## src/rtl/wb_uart.sv

```systemverilog
// wb_uart: Wishbone pipelined slave UART (8N1) with a TX FIFO and a
// single RX holding register.
//
// Ports:
//   sys_clk_i    clock
//   sys_rst_i    asynchronous active-high reset
//   wbs_adr_i    word address (only [1:0] decoded)
//   wbs_cyc_i    bus cycle
//   wbs_stb_i    strobe (pre-gated by the address decoder)
//   wbs_we_i     write enable
//   wbs_dat_i    write data
//   wbs_dat_o    registered read data
//   wbs_ack_o    registered acknowledge, one cycle after stb
//   wbs_stall_o  tied 0
//   uart_txd_o   serial transmit, idles high
//   uart_rxd_i   serial receive, asynchronous to sys_clk_i
//
// Register map: 0 DATA, 1 STATUS, 2 DIV, 3 reserved (reads 0).
// Reads never have side effects; popping RX is a STATUS write.
module wb_uart #(
    parameter int CLKS_PER_BIT = 434,
    parameter int TX_DEPTH     = 4
) (
    input  logic        sys_clk_i,
    input  logic        sys_rst_i,
    input  logic [1:0]  wbs_adr_i,
    input  logic        wbs_cyc_i,
    input  logic        wbs_stb_i,
    input  logic        wbs_we_i,
    input  logic [15:0] wbs_dat_i,
    output logic [15:0] wbs_dat_o,
    output logic        wbs_ack_o,
    output logic        wbs_stall_o,
    output logic        uart_txd_o,
    input  logic        uart_rxd_i
);

    localparam int AW = (TX_DEPTH > 1) ? $clog2(TX_DEPTH) : 1;
    localparam logic [AW:0] C_DEPTH = (AW + 1)'(TX_DEPTH);
    localparam logic [15:0] C_DIV_RST = 16'(CLKS_PER_BIT);

    typedef enum logic [1:0] {
        S_IDLE,
        S_START,
        S_DATA,
        S_STOP
    } state_t;

    // Bus decode
    logic w_xfer;
    logic w_wr_data;
    logic w_wr_stat;
    logic w_wr_div;

    assign w_xfer    = wbs_cyc_i & wbs_stb_i;
    assign w_wr_data = w_xfer & wbs_we_i & (wbs_adr_i == 2'd0);
    assign w_wr_stat = w_xfer & wbs_we_i & (wbs_adr_i == 2'd1);
    assign w_wr_div  = w_xfer & wbs_we_i & (wbs_adr_i == 2'd2);

    assign wbs_stall_o = 1'b0;

    // Register state
    logic [15:0] r_div;
    logic        r_tx_ovf;
    logic        r_rx_ovf;
    logic        r_frm_err;
    logic        r_rx_valid;
    logic [7:0]  r_rx_data;

    // TX FIFO
    logic [7:0]  r_fifo [TX_DEPTH];
    logic [AW-1:0] r_wr_ptr;
    logic [AW-1:0] r_rd_ptr;
    logic [AW:0] r_count;
    logic        w_tx_full;
    logic        w_tx_empty;
    logic        w_push;
    logic        w_pop;

    // TX FSM
    state_t      r_tx_state;
    logic [15:0] r_tx_cnt;
    logic [15:0] r_tx_div;
    logic [2:0]  r_tx_bit;
    logic [7:0]  r_tx_sh;
    logic        r_txd;
    logic        w_tx_busy;

    // RX path
    logic        r_rx_s1;
    logic        r_rx_s2;
    state_t      r_rx_state;
    logic [15:0] r_rx_cnt;
    logic [15:0] r_rx_div;
    logic [2:0]  r_rx_bit;
    logic [7:0]  r_rx_sh;
    logic        w_rx_done;
    logic        w_rx_good;
    logic        w_rx_pop;

    // Full uses the registered count, so a push while full is dropped
    // even when the shifter pops in the same cycle.
    assign w_tx_full  = (r_count == C_DEPTH);
    assign w_tx_empty = (r_count == '0);
    assign w_push     = w_wr_data & ~w_tx_full;
    assign w_pop      = ~w_tx_empty &
                        ((r_tx_state == S_IDLE) |
                         ((r_tx_state == S_STOP) && (r_tx_cnt == 16'd0)));
    assign w_tx_busy  = (r_tx_state != S_IDLE);

    assign w_rx_done = (r_rx_state == S_STOP) && (r_rx_cnt == 16'd0);
    assign w_rx_good = w_rx_done & r_rx_s2;
    assign w_rx_pop  = w_wr_stat & wbs_dat_i[0];

    assign uart_txd_o = r_txd;

    // Read mux
    logic [15:0] w_rd_data;

    always_comb begin
        w_rd_data = 16'h0;
        unique case (wbs_adr_i)
            2'd0: w_rd_data = {8'h0, r_rx_data};
            2'd1: w_rd_data = {9'h0, r_frm_err, r_rx_ovf, r_tx_ovf,
                               r_rx_valid, w_tx_full, w_tx_empty,
                               w_tx_busy};
            2'd2: w_rd_data = r_div;
            2'd3: w_rd_data = 16'h0;
        endcase
    end

    always_ff @(posedge sys_clk_i or posedge sys_rst_i) begin
        if (sys_rst_i) begin
            wbs_ack_o <= 1'b0;
            wbs_dat_o <= 16'h0;
        end else begin
            wbs_ack_o <= w_xfer;
            if (w_xfer)
                wbs_dat_o <= w_rd_data;
        end
    end

    // Divisor and TX overflow flag
    always_ff @(posedge sys_clk_i or posedge sys_rst_i) begin
        if (sys_rst_i) begin
            r_div    <= C_DIV_RST;
            r_tx_ovf <= 1'b0;
        end else begin
            if (w_wr_div)
                r_div <= (wbs_dat_i < 16'd4) ? 16'd4 : wbs_dat_i;
            if (w_wr_data & w_tx_full)
                r_tx_ovf <= 1'b1;
            else if (w_wr_stat & wbs_dat_i[2])
                r_tx_ovf <= 1'b0;
        end
    end

    // FIFO storage needs no reset; pointers and count define contents.
    always_ff @(posedge sys_clk_i) begin
        if (w_push)
            r_fifo[r_wr_ptr] <= wbs_dat_i[7:0];
    end

    always_ff @(posedge sys_clk_i or posedge sys_rst_i) begin
        if (sys_rst_i) begin
            r_wr_ptr <= '0;
            r_rd_ptr <= '0;
            r_count  <= '0;
        end else begin
            if (w_push)
                r_wr_ptr <= r_wr_ptr + 1'b1;
            if (w_pop)
                r_rd_ptr <= r_rd_ptr + 1'b1;
            unique case ({w_push, w_pop})
                2'b10:   r_count <= r_count + 1'b1;
                2'b01:   r_count <= r_count - 1'b1;
                default: r_count <= r_count;
            endcase
        end
    end

    // TX FSM; the divisor is latched per frame.
    always_ff @(posedge sys_clk_i or posedge sys_rst_i) begin
        if (sys_rst_i) begin
            r_tx_state <= S_IDLE;
            r_tx_cnt   <= 16'd0;
            r_tx_div   <= C_DIV_RST;
            r_tx_bit   <= 3'd0;
            r_tx_sh    <= 8'h0;
            r_txd      <= 1'b1;
        end else begin
            unique case (r_tx_state)
                S_IDLE: begin
                    if (w_pop) begin
                        r_tx_sh    <= r_fifo[r_rd_ptr];
                        r_tx_div   <= r_div;
                        r_tx_cnt   <= r_div - 16'd1;
                        r_txd      <= 1'b0;
                        r_tx_state <= S_START;
                    end
                end
                S_START: begin
                    if (r_tx_cnt == 16'd0) begin
                        r_tx_cnt   <= r_tx_div - 16'd1;
                        r_txd      <= r_tx_sh[0];
                        r_tx_sh    <= r_tx_sh >> 1;
                        r_tx_bit   <= 3'd0;
                        r_tx_state <= S_DATA;
                    end else begin
                        r_tx_cnt <= r_tx_cnt - 16'd1;
                    end
                end
                S_DATA: begin
                    if (r_tx_cnt == 16'd0) begin
                        r_tx_cnt <= r_tx_div - 16'd1;
                        if (r_tx_bit == 3'd7) begin
                            r_txd      <= 1'b1;
                            r_tx_state <= S_STOP;
                        end else begin
                            r_txd    <= r_tx_sh[0];
                            r_tx_sh  <= r_tx_sh >> 1;
                            r_tx_bit <= r_tx_bit + 3'd1;
                        end
                    end else begin
                        r_tx_cnt <= r_tx_cnt - 16'd1;
                    end
                end
                S_STOP: begin
                    if (r_tx_cnt == 16'd0) begin
                        // Chain straight into the next start bit.
                        if (w_pop) begin
                            r_tx_sh    <= r_fifo[r_rd_ptr];
                            r_tx_div   <= r_div;
                            r_tx_cnt   <= r_div - 16'd1;
                            r_txd      <= 1'b0;
                            r_tx_state <= S_START;
                        end else begin
                            r_tx_state <= S_IDLE;
                        end
                    end else begin
                        r_tx_cnt <= r_tx_cnt - 16'd1;
                    end
                end
            endcase
        end
    end

    // RX synchronizer, idles high
    always_ff @(posedge sys_clk_i or posedge sys_rst_i) begin
        if (sys_rst_i) begin
            r_rx_s1 <= 1'b1;
            r_rx_s2 <= 1'b1;
        end else begin
            r_rx_s1 <= uart_rxd_i;
            r_rx_s2 <= r_rx_s1;
        end
    end

    // RX FSM; START waits half a bit so later samples land mid-bit.
    always_ff @(posedge sys_clk_i or posedge sys_rst_i) begin
        if (sys_rst_i) begin
            r_rx_state <= S_IDLE;
            r_rx_cnt   <= 16'd0;
            r_rx_div   <= C_DIV_RST;
            r_rx_bit   <= 3'd0;
            r_rx_sh    <= 8'h0;
        end else begin
            unique case (r_rx_state)
                S_IDLE: begin
                    if (!r_rx_s2) begin
                        r_rx_div   <= r_div;
                        r_rx_cnt   <= (r_div >> 1) - 16'd1;
                        r_rx_state <= S_START;
                    end
                end
                S_START: begin
                    if (r_rx_cnt == 16'd0) begin
                        if (!r_rx_s2) begin
                            r_rx_cnt   <= r_rx_div - 16'd1;
                            r_rx_bit   <= 3'd0;
                            r_rx_state <= S_DATA;
                        end else begin
                            r_rx_state <= S_IDLE;
                        end
                    end else begin
                        r_rx_cnt <= r_rx_cnt - 16'd1;
                    end
                end
                S_DATA: begin
                    if (r_rx_cnt == 16'd0) begin
                        r_rx_sh  <= {r_rx_s2, r_rx_sh[7:1]};
                        r_rx_cnt <= r_rx_div - 16'd1;
                        if (r_rx_bit == 3'd7)
                            r_rx_state <= S_STOP;
                        else
                            r_rx_bit <= r_rx_bit + 3'd1;
                    end else begin
                        r_rx_cnt <= r_rx_cnt - 16'd1;
                    end
                end
                S_STOP: begin
                    if (r_rx_cnt == 16'd0)
                        r_rx_state <= S_IDLE;
                    else
                        r_rx_cnt <= r_rx_cnt - 16'd1;
                end
            endcase
        end
    end

    // RX holding register and flags. A pop in the completion cycle
    // frees the slot, so the new byte loads without an overflow.
    always_ff @(posedge sys_clk_i or posedge sys_rst_i) begin
        if (sys_rst_i) begin
            r_rx_valid <= 1'b0;
            r_rx_data  <= 8'h0;
            r_rx_ovf   <= 1'b0;
            r_frm_err  <= 1'b0;
        end else begin
            if (w_rx_good & (~r_rx_valid | w_rx_pop)) begin
                r_rx_data  <= r_rx_sh;
                r_rx_valid <= 1'b1;
            end else if (w_rx_pop) begin
                r_rx_valid <= 1'b0;
            end

            if (w_rx_good & r_rx_valid & ~w_rx_pop)
                r_rx_ovf <= 1'b1;
            else if (w_wr_stat & wbs_dat_i[1])
                r_rx_ovf <= 1'b0;

            if (w_rx_done & ~r_rx_s2)
                r_frm_err <= 1'b1;
            else if (w_wr_stat & wbs_dat_i[3])
                r_frm_err <= 1'b0;
        end
    end

endmodule

```

## config.mk

```make
export PLATFORM = sky130hd
export DESIGN_NAME = wb_uart
export DESIGN_NICKNAME = d
export VERILOG_FILES = /design/src/rtl/wb_uart.sv
export SDC_FILE = /design/constraint.sdc
export NUM_CORES = 1
export LEC_CHECK = 0
export BUFFER_PORTS_ARGS = -buffer_cell sky130_fd_sc_hd__buf_4
export CAP_MARGIN = 5
export CORE_AREA = 2 2 159 161
export DETAILED_ROUTE_END_ITERATION = 16
export DIE_AREA = 0 0 161 163
export GPL_TIMING_DRIVEN = 0
export PLACE_DENSITY = 0.58
export SLEW_MARGIN = 20
export SYNTH_ARGS = -nofsm -noshare
export SYNTH_HDL_FRONTEND = slang
export SYNTH_SLANG_ARGS = --single-unit
```

## constraint.sdc

```tcl
create_clock -name sys_clk_i -period 12.7 [get_ports sys_clk_i]
set_clock_uncertainty 0.1 [all_clocks]
set_input_delay 1.27 -clock sys_clk_i [delete_from_list [all_inputs] [get_ports sys_clk_i]]
set_output_delay 1.27 -clock sys_clk_i [all_outputs]
set_load 0.005 [all_outputs]
```

==> results by group, run 1 <==
Layout
  – Nets@finish: 1035
  – Synthesis-to-layout area growth: 13.9%
  – Final Cell Area: 0.0111 mm^2
  – Diodes inserted: 0
  – Fill cell count: 2358
  – Share of layout cells above drive strength 1: 0.191

STA
  – Worst slew margin: 0.330
  – Setup violations, final: 0
  – RSZ-0062 raised after global routing: no
  – Period Utilization, post-route: 0.275
  – Worst Tran Pin Value: 1.00 ns
  – Fin crit period: 3.50 ns
  – Max Fclk: 286 MHz
  – Fin Setup TNS: 0 ns
  – Final Max Slew Viols: 0
  – Final Hold Vio Count: 0

Clock network
  – Clk sinks: 177
  – CTS tree: done
  – Clock H-tree levels: 4
  – Total clock buffers created by CTS: 17
  – Clock Latency Late Sink: 0.44 ns
  – Max clock buf depth: 2
  – Clk slew on worst S/H paths: 0.08 ns
  – Clk root buf: clkbuf_16
  – Cells resized by post-CTS repair: 0
  – Post-CTS Setup Inserts: 0
  – Hold-fix buffer count after cts: 0

Worst hold path
  – Worst hold path type: flop to flop

Critical path
  – Crit path required time: 12.95 ns
  – Startpoint Class: flop
  – Worst Path Max Fanout: 10
  – Worst Setup End Kind: flop
  – Crit path kind: flop to flop
  – Worst EP arrival: between 3 and 4 ns

Drt
  – Routed Antenna Nets: 0
  – First-pass DRT Iterations: 7
  – Vias per cell: 5.47
  – Final WL: 24600 um
  – DR WL/cell: 18.5 um
  – Via count: 7261
  – Drt drc: 0
  – First DRT Iteration DRCs: 568

Die
  – Die Y: 163 um
  – Initial Util: 0.393
  – Die W: around 160 um
  – Number of top-level pins: 43
  – Die Area: ~0.026 mm^2
  – Area of the core: between 0.02 and 0.025 mm^2
  – Rows: 58

Global route
  – Initial antenna violation count: 0
  – Remaining Overflow, GRT: 0
  – First-pass GRT wire length: about 40000 um
  – GRT Util Overall: 0.195
  – Vias in the first global route: 7108
  – Largest net degree at the start of global routing: 87

Power and ir drop
  – Pwr Density: around 230 mW/mm^2
  – Worst vdd ir: 0.000104 V
  – Static Leak: 4.53 nW

Yosys
  – Yosys warns: 0
  – Commonest cells post-synth: 127 x dfrtp_1, 99 x nand2_1, 63 x o21ai_0
  – Most frequent cell after synthesis: dfrtp_1
  – EDFF count, synth: 32
  – Netlist cell types: 76
  – Area contributors post-synth: dfrtp_1 33%, edfxtp_1 9.9%, mux2_2 6.7%, dfstp_2 4.9%, nand2_1 3.8%
  – Synthesized instance count: 923
  – Synth Net Count: 974
  – Seq/Total Area, Yosys: 0.475
  – Syn Std Cell Area: 0.00970 mm^2
  – Average size of a mapped cell: approximately 11 um^2
  – Async S/R FF share, synth: 0.819
  – Dominant synthesized flop cell: dfrtp_1
  – Register bit total from synthesis: 177
  – Area leader, netlist: dfrtp_1
  – Post-synth top area share: 0.328

Placed design
  – Placed cell area: 0.0105 mm^2
  – IO buf count: around 40
  – DPL Wire Length: 17700 um
  – GPL Wtd Cong: 0.857

Job
  – MaxCap Viol Count: 0

Status
  – Outcome: finished, final reports clean
-- metrics by stage --
| stage | total power [W] | hold WS (ns) | std cells | utilization | worst slack (ns) |
|---|---|---|---|---|---|
| 2_1_floorplan | 0.00174 | 0.245 | 923 | - | 7.47 |
| 3_3_place_gp | 0.00204 | 0.246 | 1294 | 0.422 | 5.46 |
| 3_5_place_dp | 0.00206 | 0.248 | 1295 | 0.424 | 9.07 |
| 4_1_cts | 0.00259 | 0.259 | 1327 | 0.448 | 9.18 |
| 5_1_grt | 0.00277 | 0.260 | 1327 | 0.448 | 9.01 |
| 6_report | 0.00258 | 0.259 | 1327 | 0.448 | 9.20 |
-- flip-flops by register name, summed over array words and instances (netlist names), 2 cells and up, named ones only --
signal,flops
r_rx_cnt,16
r_rd_ptr,2
r_tx_bit,3
r_tx_state,2
wbs_dat_o,16
r_count,3
r_rx_sh,8
r_div,16
r_rx_bit,3
r_tx_div,16
r_fifo,32
r_rx_div,16
r_rx_data,8
r_tx_sh,8
r_wr_ptr,2
r_tx_cnt,16
-- worst max-delay path, cell delays in order (launching register included) --
cell and delay, ns:
dfrtp_1 0.48, nor4_4 0.41, nand3b_1 0.29, o31ai_4 0.52
clkbuf_1 0.48, ha_1 0.28, inv_1 0.06, fa_1 0.37
xor2_1 0.15, nor2_1 0.11, xor2_1 0.16
-- logic make-up after synthesis --
kind of cell / Yosys count / synth area share
other cells: 1 / 0.000386
fa+ha+maj: 27 / 0.0356
flops: 177 / 0.475
buf+inv: 84 / 0.0349
mux: 90 / 0.111
compound gates: 187 / 0.127
xor+xnor: 74 / 0.0668
simple gates: 283 / 0.149
-- where the power goes --
| part | total [W] | leakage, nW | switching [W] | internal (W) |
|---|---|---|---|---|
| combinational | 0.00115 | 2.14 | 0.000666 | 0.000484 |
| clock | 0.000529 | 0.291 | 0.000264 | 0.000265 |
| sequential | 0.000904 | 2.10 | 0.000155 | 0.000749 |
-- metal layers --
layer  GRT usage  share of wire  vias to the layer above
li1            -              -                     3452
met1       0.283           0.48                     3597
met2       0.306           0.46                      187
met3      0.0260          0.042                       25
met4      0.0564          0.013                        0
met5           0              0                        -
-- final cells by class --
type	count	area, um^2	area share
Multi-Input combinational cell	662	4760	0.431
Sequential cell	177	4610	0.417
Clock buffer	17	425	0.0385
Tap cell	330	413	0.0374
Timing Repair Buffer	42	335	0.0303
Buffer	54	226	0.0205
Clock inverter	15	160	0.0145
Inverter	30	120	0.0109
-- path summary, 6_finish.rpt --
check	startpoint	to	slack, ns	depth (start not counted)
worst max-delay path	r_tx_cnt[2]	r_count[2]	9.20	10
worst min-delay path	r_rx_s1	r_rx_s2	0.26	0
worst max register to register	r_tx_cnt[2]	r_count[2]	9.20	10
worst min register to register	r_rx_s1	r_rx_s2	0.26	0
max in group asynchronous	sys_rst_i	r_tx_div[7]	10.95	3
min in group asynchronous	sys_rst_i	r_rx_sh[4]	0.73	2
-- placed cells by master (no fill, tap or decap), types with 7 or more instances in the layout --
cell | netlist | routed
nor2_1 | 48 | 48
edfxtp_1 | 32 | 32
clkbuf_1 | 41 | 41
o21ai_0 | 63 | 63
buf_4 | 2 | 43
nand2_1 | 99 | 99
a22o_1 | 17 | 17
mux2_2 | 58 | 58
dfstp_2 | 18 | 18
ha_1 | 26 | 26
and2_1 | 7 | 7
o22ai_1 | 10 | 10
or3_1 | 9 | 9
mux2i_1 | 24 | 24
nand3_1 | 21 | 21
xnor2_1 | 40 | 40
o211ai_1 | 8 | 8
dfrtp_1 | 127 | 127
nor3_1 | 28 | 28
or4_1 | 12 | 12
mux4_2 | 8 | 8
xor2_1 | 34 | 34
clkbuf_16 | 0 | 17
nor4_1 | 15 | 14
inv_1 | 30 | 29
nand2b_1 | 10 | 10
a21oi_1 | 36 | 36
Note: power is estimated with default switching activity, not from simulation.
==> run 2: changes to the inputs <==
clock period = 3.65 ns   (was 12.7 ns; I/O delays follow)
==> results by group, run 2 (same netlist as run 1, synthesis figures left out) <==
Status
  – Outcome: finished, final reports clean

STA
  – Max Fclk: 304 MHz (+6.4%)
  – Period Utilization, post-route: 0.901 (+0.626)
  – Final Hold Vio Count: 0 (unchanged)
  – Worst slew margin: 0.348 (+0.0183)
  – Setup violations, final: 0 (unchanged)
  – Fin crit period: 3.29 ns (-0.209 ns)
  – Min Hold Slack: 0.0569 ns (-0.202 ns)
  – Worst Tran Pin Value: 0.974 ns (-0.0274 ns)
  – RSZ-0062 raised after global routing: no
  – Fin Setup TNS: 0 ns (unchanged)
  – Final Max Slew Viols: 0 (unchanged)

Drt
  – DR WL/cell: 18.5 um (about the same)
  – First DRT Iteration DRCs: 500 (-12%)
  – Drt drc: 0 (unchanged)
  – Via count: 7359 (+1.3%)
  – Routed Antenna Nets: 0 (unchanged)
  – First-pass DRT Iterations: 5 (-2)
  – Vias per cell: 5.52 (+0.97%)
  – Final WL: 24700 um (+0.45%)

Power and ir drop
  – Pwr Density: 809 mW/mm^2 (+250%)
  – Worst vdd ir: 0.000412 V (+300%)
  – Static Leak: 4.56 nW (+0.65%)

Clock network
  – Clk sinks: 177 (unchanged)
  – CTS tree: done
  – Clk slew on worst S/H paths: 0.08 ns (about the same)
  – Clk root buf: clkbuf_16
  – Clock H-tree levels: 4 (unchanged)
  – Clock Latency Late Sink: 0.43 ns (about the same)
  – Max clock buf depth: 2 (unchanged)
  – Total clock buffers created by CTS: 17 (unchanged)

Critical path
  – Worst Setup End Kind: flop
  – Worst flop-to-flop path startpoint: r_tx_cnt[2]
  – Worst EP arrival: 3.54 ns (-0.21 ns)
  – Crit path required time: 3.90 ns (-9.05 ns)
  – Critical Path Source: r_tx_cnt[2]
  – Startpoint Class: flop
  – Worst Path Max Fanout: 10 (unchanged)
  – Crit path kind: flop to flop

Die
  – Number of top-level pins: 43 (unchanged)
  – Die Area: 0.0262 mm^2 (unchanged)
  – Initial Util: 0.393 (unchanged)
  – Die W: 161 um (unchanged)
  – Rows: 58 (unchanged)
  – Die Y: 163 um (unchanged)
  – Area of the core: 0.0247 mm^2 (unchanged)

Layout
  – Commonest non-fill, non-tap cell in the layout: dfrtp_1
  – Max reg flops: 32 (unchanged)
  – Fill cell count: 2369 (+0.47%)
  – Diodes inserted: 0 (unchanged)
  – Synthesis-to-layout area growth: 14.7%
  – Top reg by flops: r_fifo
  – Most frequent cells in the layout: 127 x dfrtp_1, 99 x nand2_1, 63 x o21ai_0, 58 x mux2_2, 48 x nor2_1
  – Share of layout cells above drive strength 1: 0.193 (+0.00204)
  – Final Cell Area: 0.0111 mm^2 (+0.71%)
  – Nets@finish: 1040 (+0.48%)
  – Finished Core Util: 0.451 (+0.00320)

Placed design
  – IO buf count: 41 (unchanged)
  – DPL Wire Length: 18100 um (+2.6%)
  – Placed cell area: 0.0105 mm^2 (+0.47%)
  – GPL Wtd Cong: 0.878 (+2.4%)

Global route
  – GRT Util Overall: 0.197 (+0.00204)
  – Initial antenna violation count: 0 (unchanged)
  – Remaining Overflow, GRT: 0 (unchanged)
  – Vias in the first global route: 7348 (+3.4%)
  – Largest net degree at the start of global routing: 35 (-60%)
  – First-pass GRT wire length: 40500 um (+1.5%)

Job
  – MaxCap Viol Count: 0 (unchanged)

Worst hold path
  – Worst hold path type: input port to flop
  – Hold path start: wbs_dat_i[1]
==> run 2: changes by cell type in the layout (fill, tap and decap cells not counted), moves of 2 or more <==
cell,before,now
buf_12,0,4
inv_4,2,0
clkinv_4,0,2
dlygate4sd3_1,0,2
==> run 2: final cells by class <==
cell class | instances | area (um^2) | share of cell area
Buffer | 54 | 228 | 0.0205
Timing Repair Buffer | 47 | 408 | 0.0366
Sequential cell | 177 | 4610 | 0.414
Inverter | 30 | 116 | 0.0105
Clock inverter | 12 | 130 | 0.0117
Tap cell | 330 | 413 | 0.0371
Clock buffer | 20 | 458 | 0.0411
Multi-Input combinational cell | 662 | 4760 | 0.428
==> run 2: final timing paths <==
kind                       slack, ns  cells past startpoint            to
min reg2reg                     0.26                      0       r_rx_s2
max in group asynchronous       2.05                      5   r_tx_div[8]
max                             0.36                     10    r_count[2]
min                             0.06                      1  r_fifo[0][1]
min in group asynchronous       0.49                      3     wbs_ack_o
max reg2reg                     0.36                     10    r_count[2]
==> run 2: timing repair <==
item / 4_1_cts / 5_1_grt
gates resized for setup: 0 / 3
hold buffers: 2 / 0
setup buffers: 0 / 0
hold endpoints to repair: 27 / 0
endpoints found under the setup margin: 0 / 2
==> run 2: power breakdown <==
group	switching (W)	internal (W)
sequential	0.000545	0.00260
clock	0.000877	0.000955
combinational	0.00232	0.00170
==> run 2: through the flow <==
stage	total power (W)	setup WS, ns	instances
2_1_floorplan	0.00605	0.760	923
3_3_place_gp	0.00709	0.157	1294
3_5_place_dp	0.00717	0.132	1298
4_1_cts	0.00902	0.104	1332
5_1_grt	0.00967	0.123	1332
6_report	0.00900	0.361	1332
==> run 2: layer usage <==
metal | routed length [um] | GRT usage | share of wire | up-vias
li1 | - | - | - | 3464
met1 | 11800 | 0.281 | 0.48 | 3666
met2 | 11300 | 0.310 | 0.46 | 194
met3 | 1060 | 0.0331 | 0.043 | 35
met4 | 481 | 0.0576 | 0.020 | 0
met5 | 0 | 0 | 0 | -
==> run 2: worst max-delay path: stages, from the launching register on <==
cell and delay [ns]:
dfrtp_1 0.48, nor4_4 0.41, nand3b_1 0.28, o31ai_4 0.52, clkbuf_2 0.33, ha_1 0.24, inv_1 0.06, fa_1 0.37
xor2_1 0.15, nor2_1 0.11, xor2_1 0.16
==> run 3: changes to the inputs <==
--- a/config.mk
+++ b/config.mk
@@ -6,9 +6,10 @@
 export NUM_CORES = 1
 export LEC_CHECK = 0
+export ABC_AREA = 1
 export BUFFER_PORTS_ARGS = -buffer_cell sky130_fd_sc_hd__buf_4
 export CAP_MARGIN = 5
-export CORE_AREA = 2 2 159 161
+export CORE_AREA = 2 2 163 165
 export DETAILED_ROUTE_END_ITERATION = 16
-export DIE_AREA = 0 0 161 163
+export DIE_AREA = 0 0 165 167
 export GPL_TIMING_DRIVEN = 0
 export PLACE_DENSITY = 0.58
--- a/constraint.sdc
+++ b/constraint.sdc
@@ -3,3 +3,3 @@
 set_input_delay 0.365 -clock sys_clk_i [delete_from_list [all_inputs] [get_ports sys_clk_i]]
 set_output_delay 0.365 -clock sys_clk_i [all_outputs]
-set_load 0.005 [all_outputs]
+set_load 0.1 [all_outputs]
==> results by group, run 3 <==
Yosys
  – Post-synthesis adder-cell area fraction: 0.0338 (-0.00175)
  – Post-synthesis simple-gate area fraction: 0.262 (+0.113)
  – Most frequent cell after synthesis: nand2_1
  – Area contributors post-synth: dfrtp_1 31%, nand2_1 13%, edfxtp_1 9.4%, o21ai_0 6.2%, nor2_1 6.0%
  – Largest family of logic cells by synthesized area: simple AND/OR/NAND/NOR gates
  – Average size of a mapped cell: 7.78 um^2 (-26%)
  – Multiplexer area fraction after synthesis: 0.00895 (-0.102)
  – Area leader, netlist: dfrtp_1
  – Netlist cell types: 52 (-32%)
  – Seq/Total Area, Yosys: 0.452 (-0.0234)
  – Post-synthesis xor/xnor area fraction: 0.0455 (-0.0213)
  – EDFF count, synth: 32 (unchanged)
  – Synth Net Count: 1363 (+40%)
  – Synthesized instance count: 1312 (+42%)
  – Post-synthesis compound-gate area fraction: 0.130 (+0.00306)
  – Dominant synthesized flop cell: dfrtp_1
  – Async S/R FF share, synth: 0.819 (unchanged)
  – Syn Std Cell Area: 0.0102 mm^2 (+5.2%)
  – Register bit total from synthesis: 177 (unchanged)
  – Yosys warns: 0 (unchanged)
  – Commonest cells post-synth: 360 x nand2_1, 164 x nor2_1, 127 x dfrtp_1
  – Post-synth top area share: 0.311 (-0.0161)

Clock network
  – Max clock buf depth: 2 (unchanged)
  – Clock H-tree levels: 4 (unchanged)
  – Clk root buf: clkbuf_16
  – Cells resized by post-CTS repair: 0 (unchanged)
  – Total clock buffers created by CTS: 17 (unchanged)
  – Clk slew on worst S/H paths: 0.08 ns (about the same)
  – Clock Latency Late Sink: 0.44 ns (about the same)
  – CTS tree: done
  – Clk sinks: 177 (unchanged)

Die
  – Initial Util: 0.396 (+0.00289)
  – Number of top-level pins: 43 (unchanged)
  – Die Y: 167 um (+2.5%)
  – Die Area: 0.0276 mm^2 (+5.0%)
  – Die W: 165 um (+2.5%)
  – Rows: 59 (+1.7%)
  – Area of the core: 0.0258 mm^2 (+4.4%)

Drt
  – First DRT Iteration DRCs: 678 (+36%)
  – First-pass DRT Iterations: 5 (unchanged)
  – Final WL: 28600 um (+16%)
  – Drt drc: 0 (unchanged)
  – Via count: 8901 (+21%)
  – Vias per cell: 5.16 (-6.6%)
  – Routed Antenna Nets: 0 (unchanged)
  – DR WL/cell: 16.6 um (-10%)

Power and ir drop
  – Static Leak: 5.23 nW (+15%)
  – Worst vdd ir: 0.000346 V (-16%)
  – Pwr Density: 615 mW/mm^2 (-24%)
  – Final total power: 0.00717 W (-20%)

Layout
  – Finished Core Util: 0.453 (+0.00156)
  – Nets@finish: 1428 (+37%)
  – Synthesis-to-layout area growth: 14.3%
  – Commonest non-fill, non-tap cell in the layout: nand2_1
  – Diodes inserted: 0 (unchanged)
  – Share of layout cells above drive strength 1: 0.109 (-0.0840)
  – Most frequent cells in the layout: 360 x nand2_1, 164 x nor2_1, 127 x dfrtp_1, 126 x o21ai_0, 120 x inv_1
  – Final cell count without fillers: 1725 (+30%)
  – Top reg by flops: r_fifo
  – Max reg flops: 32 (unchanged)

Critical path
  – Worst Path Max Fanout: 10 (unchanged)
  – Worst flop-to-flop path startpoint: r_tx_cnt[0]
  – Worst EP arrival: 3.22 ns (-0.32 ns)
  – Crit path kind: flop to flop
  – Worst Setup End Kind: flop
  – Critical Path Source: r_tx_cnt[0]
  – Crit path required time: 3.87 ns (-0.03 ns)
  – Startpoint Class: flop

Placed design
  – GPL Wtd Cong: 0.903 (+2.9%)
  – IO buf count: 40 (-2.4%)
  – DPL Wire Length: 21900 um (+21%)
  – Placed cell count: 1691 (+30%)

STA
  – Setup violations, final: 0 (unchanged)
  – Worst slew margin: 0.509 (+0.161)
  – RSZ-0062 raised after global routing: no
  – Fin crit period: 3.00 ns (-0.288 ns)
  – Max Fclk: 333 MHz (+9.6%)
  – Period Utilization, post-route: 0.822 (-0.0789)
  – Min Hold Slack: 0.0541 ns (-0.00286 ns)
  – Worst Tran Pin Value: 0.734 ns (-0.240 ns)
  – Final Hold Vio Count: 0 (unchanged)
  – Fin Setup TNS: 0 ns (unchanged)
  – Final Max Slew Viols: 0 (unchanged)

Worst hold path
  – Worst hold path type: input port to flop
  – Hold path start: wbs_dat_i[4]

Status
  – Outcome: finished, final reports clean

Global route
  – GRT Util Overall: 0.216 (+0.0197)
  – Remaining Overflow, GRT: 0 (unchanged)
  – Vias in the first global route: 8470 (+15%)
  – Largest net degree at the start of global routing: 33 (-5.7%)
  – Initial antenna violation count: 0 (unchanged)
  – First-pass GRT wire length: 46300 um (+14%)

Job
  – MaxCap Viol Count: 0 (unchanged)
==> run 3: critical path, stage by stage (launching register included) <==
cell and delay [ns]:
dfrtp_1 0.45, inv_1 0.10, ha_1 0.23, nand2_2 0.14, nor2_2 0.16, nand3_2 0.13, nand2_2 0.13, nand2_4 0.08
inv_2 0.12, buf_4 0.21, ha_1 0.17, inv_1 0.07, fa_1 0.38, a21oi_1 0.14, o21ai_0 0.11, xor2_1 0.16
==> run 3: logic make-up (layout without fill, tap and decap cells) <==
logic type                 count (synthesis)  in the layout
and+or+nand+nor                          645            645
AOI/OAI and AO/OA                        234            234
DFF                                      177            177
buffers and inverters                    166            244
xor gates and xnor gates                  53             53
adders and majority gates                 27             27
muxes                                      9              9
other                                      1              1
==> run 3: final timing paths <==
path | endpoint | cells past startpoint | slack [ns]
max | r_count[2] | 15 | 0.65
max in group asynchronous | r_tx_div[1] | 5 | 2.08
min reg2reg | r_rx_s2 | 0 | 0.26
max reg2reg | r_count[2] | 15 | 0.65
min | r_fifo[1][4] | 1 | 0.05
min in group asynchronous | r_rx_sh[2] | 3 | 0.45
==> run 3: layout make-up <==
type,count,area (um^2)
sequential,177,4610
fill,2536,14100
inverter,128,484
buffer,38,206
timing repair buffer,46,400
clock inverter,15,206
tap,335,419
clock buffer,17,425
multi-input combinational,969,4910
==> run 3: layer usage <==
| metal | track usage | wire length (um) |
|---|---|---|
| met5 | 0 | 0 |
| met4 | 0.0594 | 524 |
| met3 | 0.0344 | 1470 |
| met2 | 0.343 | 13200 |
| met1 | 0.307 | 13400 |
==> run 3: stage by stage <==
| step | instance area (um^2) | setup slack (ns) |
|---|---|---|
| after floorplan | 10200 | 1.07 |
| after global placement | 10900 | 0.298 |
| after detailed placement | 11000 | 0.654 |
| after CTS | 11700 | 0.650 |
| after global routing | 11700 | 0.510 |
| final | 11700 | 0.649 |
==> run 3: report_power, final <==
group	switching [W]	internal, W	total (W)
Sequential	0.000414	0.00246	0.00287
Combinational	0.00159	0.000793	0.00238
Clock	0.000966	0.000950	0.00192
Total	0.00297	0.00420	0.00717
==> run 3: timing repair <==
item                      4_1_cts  5_1_grt
hold buffers                    2        0
buffers inserted                0        0
hold endpoints to repair       25        0
